**config.mk**
```make
export PLATFORM = sky130hd
export DESIGN_NAME = regfile_wb_arbiter_flat
export DESIGN_NICKNAME = d
export VERILOG_FILES = /design/src/rtl/regfile_wb_arbiter_if.sv /design/src/rtl/regfile_wb_arbiter.sv /design/src/flat_wrapper.sv
export SDC_FILE = /design/constraint.sdc
export NUM_CORES = 1
export LEC_CHECK = 0
export CORE_MARGIN = 3
export CORE_UTILIZATION = 69
export DETAILED_ROUTE_END_ITERATION = 10
export DONT_BUFFER_PORTS = 1
export PLACE_DENSITY = 0.85
export SYNTH_ARGS = -nofsm -noshare
export SYNTH_HDL_FRONTEND = slang
export SYNTH_SLANG_ARGS = --single-unit
```
**constraint.sdc**
```tcl
create_clock -name clk -period 7.2 [get_ports clk]
set_clock_uncertainty 0.1 [all_clocks]
set_input_delay 0.72 -clock clk [delete_from_list [all_inputs] [get_ports clk]]
set_output_delay 0.72 -clock clk [all_outputs]
set_load 0.05 [all_outputs]
```
**src/rtl/regfile_wb_arbiter_if.sv**
```systemverilog
// Write-back request bundle: one valid/ready handshake plus dest reg and result per source.
interface regfile_wb_arbiter_if #(
    parameter int NUM_REQ = 3
);
    logic [NUM_REQ-1:0]    wb_valid;
    logic [NUM_REQ*5-1:0]  wb_addr;
    logic [NUM_REQ*32-1:0] wb_data;
    logic [NUM_REQ-1:0]    wb_ready;

    modport master (output wb_valid, output wb_addr, output wb_data, input wb_ready);
    modport slave  (input wb_valid, input wb_addr, input wb_data, output wb_ready);
endinterface

```
**src/rtl/regfile_wb_arbiter.sv**
```systemverilog
// Arbitrates NUM_REQ write-back sources onto the single register-file write port.
// Round-robin grant with a starvation override; x0 writes are accepted but dropped.
module regfile_wb_arbiter #(
    parameter int NUM_REQ  = 3,
    parameter int MAX_WAIT = 4
) (
    input  logic                  clk,
    input  logic                  reset,
    input  logic                  hold,
    regfile_wb_arbiter_if.slave   wb,
    output logic                  we_p2,
    output logic [4:0]            addr_p2,
    output logic [31:0]           din_p2,
    output logic [2:0]            grant_id,
    output logic                  x0_drop
);

    localparam logic [NUM_REQ-1:0] ONE_HOT0 = NUM_REQ'(1);
    localparam logic [3:0]         WAIT_MAX = 4'(MAX_WAIT);

    logic [2:0]  rr_ptr;
    logic [3:0]  wait_cnt [NUM_REQ];

    logic        force_hit;
    logic [2:0]  force_idx;
    logic        rr_hit;
    logic [2:0]  rr_idx;
    logic [2:0]  scan_idx;
    logic        grant_vld;
    logic [2:0]  sel;
    logic [4:0]  sel_addr;
    logic [31:0] sel_data;

    function automatic logic [3:0] sat_inc(input logic [3:0] cnt);
        return (cnt >= WAIT_MAX) ? WAIT_MAX : cnt + 4'd1;
    endfunction

    // Descending scans so the last hit is the lowest index / the nearest rr position.
    always_comb begin
        force_hit = 1'b0;
        force_idx = 3'd0;
        rr_hit    = 1'b0;
        rr_idx    = 3'd0;
        scan_idx  = 3'd0;
        for (int i = NUM_REQ - 1; i >= 0; i--) begin
            if (wb.wb_valid[i] && wait_cnt[i] == WAIT_MAX) begin
                force_hit = 1'b1;
                force_idx = 3'(i);
            end
        end
        for (int k = NUM_REQ - 1; k >= 0; k--) begin
            scan_idx = (rr_ptr >= 3'(NUM_REQ - k)) ? rr_ptr - 3'(NUM_REQ - k)
                                                   : rr_ptr + 3'(k);
            if (wb.wb_valid[scan_idx]) begin
                rr_hit = 1'b1;
                rr_idx = scan_idx;
            end
        end
        grant_vld   = reset && !hold && (force_hit || rr_hit);
        sel         = force_hit ? force_idx : rr_idx;
        sel_addr    = wb.wb_addr[int'(sel)*5 +: 5];
        sel_data    = wb.wb_data[int'(sel)*32 +: 32];
        wb.wb_ready = grant_vld ? (ONE_HOT0 << sel) : '0;
    end

    // Stage p2: registered write port, pointer and starvation counters.
    always_ff @(posedge clk) begin
        if (!reset) begin
            we_p2    <= 1'b0;
            addr_p2  <= 5'd0;
            din_p2   <= 32'd0;
            grant_id <= 3'd0;
            x0_drop  <= 1'b0;
            rr_ptr   <= 3'd0;
            for (int i = 0; i < NUM_REQ; i++) wait_cnt[i] <= 4'd0;
        end else begin
            we_p2   <= grant_vld && (sel_addr != 5'd0);
            x0_drop <= grant_vld && (sel_addr == 5'd0);
            if (grant_vld) begin
                grant_id <= sel;
                rr_ptr   <= (sel == 3'(NUM_REQ - 1)) ? 3'd0 : sel + 3'd1;
                if (sel_addr != 5'd0) begin
                    addr_p2 <= sel_addr;
                    din_p2  <= sel_data;
                end
            end
            if (!hold) begin
                for (int i = 0; i < NUM_REQ; i++) begin
                    if (!wb.wb_valid[i] || (grant_vld && sel == 3'(i)))
                        wait_cnt[i] <= 4'd0;
                    else
                        wait_cnt[i] <= sat_inc(wait_cnt[i]);
                end
            end
        end
    end

endmodule
```
**src/flat_wrapper.sv**
```systemverilog
// flat-port wrapper written by rule: the top's interface ports become plain ports
module regfile_wb_arbiter_flat 
#(
    parameter int NUM_REQ  = 3,
    parameter int MAX_WAIT = 4
)
  (clk, reset, hold, we_p2, addr_p2, din_p2, grant_id, x0_drop, wb_wb_valid, wb_wb_addr, wb_wb_data, wb_wb_ready);
  regfile_wb_arbiter_if #(.NUM_REQ(NUM_REQ)) wb_i ();
  input  logic clk;
  input  logic reset;
  input  logic hold;
  output logic we_p2;
  output logic [4:0] addr_p2;
  output logic [31:0] din_p2;
  output logic [2:0] grant_id;
  output logic x0_drop;
  input wire logic [$bits(wb_i.wb_valid)-1:0] wb_wb_valid;
  input wire logic [$bits(wb_i.wb_addr)-1:0] wb_wb_addr;
  input wire logic [$bits(wb_i.wb_data)-1:0] wb_wb_data;
  output wire logic [$bits(wb_i.wb_ready)-1:0] wb_wb_ready;
  assign wb_i.wb_valid = wb_wb_valid;
  assign wb_i.wb_addr = wb_wb_addr;
  assign wb_i.wb_data = wb_wb_data;
  assign wb_wb_ready = wb_i.wb_ready;
  regfile_wb_arbiter #(.NUM_REQ(NUM_REQ), .MAX_WAIT(MAX_WAIT)) u_core (.clk(clk), .reset(reset), .hold(hold), .wb(wb_i), .we_p2(we_p2), .addr_p2(addr_p2), .din_p2(din_p2), .grant_id(grant_id), .x0_drop(x0_drop));
endmodule
```
==> qor.csv <==
stage;metric;value;unit
outcome;outcome;complete, no violations;
global_route;total grt overflow;0;
critical_path;most frequent cell on the critical path;ha_1;
critical_path;destination of the critical timing path;wb_wb_ready[1];
clock_network;Post-CTS Resized;0;
critical_path;cell-by-cell trace of the critical path;ha_1 -> ha_1 -> or4b_4 -> and3_1 -> o21ai_2 -> and2_1 -> a31oi_1 -> nand2_1 -> nand3_1 -> nor2_1;
pwr;peak supply drop;0.0002603;V
cells_and_area;final standard cell utilization of the core;77.99;%
critical_path;arrival time at the worst endpoint;3.98;ns
floorplan;width of the die;77.85;um
pwr;fraction of power consumed by sequential logic;46.0;%
synth;gate count of the mapped netlist;405;
timing;setup tns final;0;ns
floorplan;row cnt;25;
synth;post-synthesis cell type count;57;
routing;Initial DRC Count;212;
floorplan;core area;4848;um^2
clock_network;number of buffers inserted during clock tree synthesis;9;
critical_path;kind of cell adding the most delay to the critical path;simple AND/OR/NAND/NOR gates;
floorplan;vertical die dimension;77.85;um
critical_path;required time of the critical path;6.38;ns
pwr;proportion of total power due to net switching;48.85;%
timing;count of final setup violators;0;
clock_network;Clock Path Buffers;2;
synth;Post-synth top flop;dfxtp_1;
critical_path;Worst path max stage delay;0.96;ns
synth;fraction of the yosys area taken by sequential cells;35.41;%
timing;count of final hold-check violations;0;
synth;synthesis-stage register bit count;57;
global_route;wire length of the first global-routing pass;14880;um
synth;Synth async-reset ratio;0;%
clock_network;CTS Root Buffer Type;clkbuf_8;
clock_network;hold buffers post-CTS;0;
synth;Cell Area, Synth;3562;um^2
cells_and_area;Final #Nets;521;
routing;overall routed net length;9375;um
critical_path;origin of the worst setup path;u_core.rr_ptr[0];
hold_path;Min-Delay Path Class;input port to flip-flop;
routing;count of nets left with antenna violations after detail routing;0;
critical_path;worst reg2reg setup slack;2.47;ns
floorplan;Die ar.;6061;um^2
timing;Min Clock Period, post-route;4.804;ns
pwr;portion of total power attributed to the clock network;19.1;%
routing;post-detailed-route wirelength per cell;20.25;um
critical_path;launching element type of the critical path;flip-flop;
clock_network;TritonCTS sink count;57;
cells_and_area;antenna fix cells;0;
routing;total number of vias;3188;
critical_path;terminus of the critical flop-to-flop path;u_core.din_p2[17];
critical_path;crit end category;output pin;
critical_path;number of cells on the worst reg-to-reg path;13;
placement;count of buffers from port buffering;0;
routing;router iterations before antenna repair;5;
pwr;leakage;1.473;nW
critical_path;Stages on worst setup path;10;
critical_path;start of the worst register-to-register path;u_core.rr_ptr[0];
timing;period utilization;66.73;%
clock_network;clock tree from TritonCTS;built;
clock_network;Post CTS Setup Buffer Count;0;
clock_network;clock latency on the worst-skew pair;0.33;ns
global_route;initial antenna violation count;0;
floorplan;effective utilization at floorplan;73.47;%
cells_and_area;Area growth, synth to finish;6.147;%
routing;post-detailed-route via-to-cell ratio;6.886;
timing;f_max;208.1;MHz
synth;Mean Syn Cell Area;8.795;um^2
pwr;fraction of power consumed by combinational cells;34.9;%
critical_path;worst setup path category;flip-flop to output pin;
global_route;maximum number of pins on one net before global-route repair;42;
synth;Post-synth EDFFs;12;
pwr;cell internal pwr;0.8300;mW
cells_and_area;share of layout cells above drive strength 1;8.838;%
clock_network;htree depth;3;
critical_path;highest fanout seen on the critical path;11;
job;max_cap viols;0;
critical_path;worst-path cell with the longest stage delay;nor2_1;
global_route;gr usage total;30.81;%
clock_network;clock slew at the register clock pins of the worst setup and hold paths;0.07;ns
timing;unrepaired setup endpoints after global routing;no;
pwr;Psw;0.7927;mW
placement;DP Wirelength;6888;um
timing;max-slew violations;0;
placement;final weighted congestion in routability-driven placement;0.9039;
global_route;via count of the first global-routing pass;3047;
pwr;pwr/cell area;429.2;nW/um^2
timing;transition time of the tightest slew-check pin;1.121;ns
timing;normalized max-slew margin;24.99;%
synth;yosys warns;0;
floorplan;num ports;162;
critical_path;CP Buf/Inv Count;0;
routing;DRC violations left;0;
==> power groups by stage <==
stage	combinational, mW	clock, mW	sequential (mW)
4_1_cts	0.562	0.312	0.747
6_report	0.566	0.310	0.746
3_5_place_dp	0.559	0	0.753
3_3_place_gp	0.541	0	0.751
2_1_floorplan	0.469	0	0.726
5_1_grt	0.629	0.327	0.756
==> metal layers <==
metal  track usage (%)  share of wire (%)
met1             39.02                 40
met2             48.54                 48
met3             9.049                9.7
met4             13.52                2.4
met5                 0                  0
==> worst reg2reg max path, stage by stage (launching register included) <==
cell and delay (ns):
dfxtp_1 0.40, ha_1 0.25, ha_1 0.21, a211oi_1 0.35
mux2i_1 0.44, o21ai_2 0.15, and2_4 0.19, a32oi_2 0.51
buf_4 0.38, a2bb2oi_1 0.29, a32oi_2 0.13, a31oi_4 0.50
buf_4 0.48, mux2i_1 0.27
==> state kept, by name, summed over array words and instances, names as in the netlist <==
signal / flops
u_core.din_p2: 32
u_core.x0_drop: 1
u_core.we_p2: 1
u_core.addr_p2: 5
u_core.wait_cnt: 12
u_core.grant_id: 3
u_core.rr_ptr: 3
==> through the flow <==
stage	worst slack, ns	instance area [um^2]	power (mW)	instances	hold slack [ns]
floorplan	2.826	3570	1.195	407	0.4541
global placement	2.783	3571	1.293	447	0.4439
detailed placement	2.551	3571	1.311	447	0.4602
CTS	2.400	3781	1.621	463	0.4179
global route	2.072	3781	1.713	463	0.4212
finish	2.396	3781	1.623	463	0.4325
==> area by class of cell <==
class,count,area (um^2)
multi-input cells,308,2151
flip-flops and latches,57,1261
fillers,347,1067
clock buffers,14,195.2
well taps,67,83.83
repair buffers,5,37.54
inverters,10,37.54
clock inverters,2,15.01
==> synth_stat cells (2+ instances only) <==
library cell	instances	area, um^2
nand4b_1	4	35.03
inv_1	10	37.54
and2_1	4	25.02
a21oi_1	8	40.04
nand4_1	4	25.02
nand3_1	5	25.02
nor2_1	18	67.56
buf_2	3	15.01
o21ai_0	11	55.05
or2_2	4	25.02
and4b_1	2	20.02
edfxtp_1	12	360.4
dfxtp_1	45	900.9
nor4b_1	3	26.28
o22ai_1	6	37.54
ha_1	13	162.7
buf_6	4	45.04
nor3_1	7	35.03
mux2i_1	40	400.4
clkbuf_1	25	93.84
nand2_1	60	225.2
nor4_1	3	18.77
a31oi_1	2	12.51
nand2b_1	5	31.28
and3_1	38	237.7
o21bai_1	2	15.01
a221oi_1	33	289.0
a211oi_1	5	37.54
==> cell usage in the layout, fill, tap and decap left out, types with 4 or more instances in the layout <==
cell type	synthesis	layout
edfxtp_1	12	12
nor3_1	7	6
dfxtp_1	45	45
nand2_1	60	60
and2_1	4	4
mux2i_1	40	40
o22ai_1	6	6
or2_2	4	4
and3_1	38	38
nand3_1	5	5
nor2_1	18	17
buf_4	0	5
ha_1	13	13
nand4_1	4	4
a21oi_1	8	8
nand4b_1	4	4
clkbuf_8	0	10
nand2b_1	5	5
a221oi_1	33	33
o21ai_0	11	10
a211oi_1	5	5
inv_1	10	10
==> kinds of logic (layout without fill, tap and decap cells) <==
family                     after synthesis  in the layout  synth area share (%)
and+or+nand+nor                        164            164                 23.92
AOI/OAI and AO/OA                       86             86                 18.44
DFF                                     57             57                 35.41
muxes                                   42             42                 12.19
buffers and inverters                   42             31                 5.374
adders and majority gates               13             13                 4.566
other                                    1              3                0.1053
==> how the worst min path moves through the flow <==
stage                                start           endpoint  slack, ns  cells after the start
final                                reset  u_core.din_p2[23]       0.43                      2
after global routing                 reset  u_core.din_p2[23]       0.42                      2
after CTS                            reset  u_core.din_p2[23]       0.42                      2
after detailed placement  u_core.rr_ptr[2]   u_core.rr_ptr[2]       0.46                      2
after global placement    u_core.rr_ptr[2]   u_core.rr_ptr[2]       0.44                      2
after floorplan           u_core.rr_ptr[2]   u_core.rr_ptr[2]       0.45                      3
Note: power is estimated with default switching activity, not from simulation.
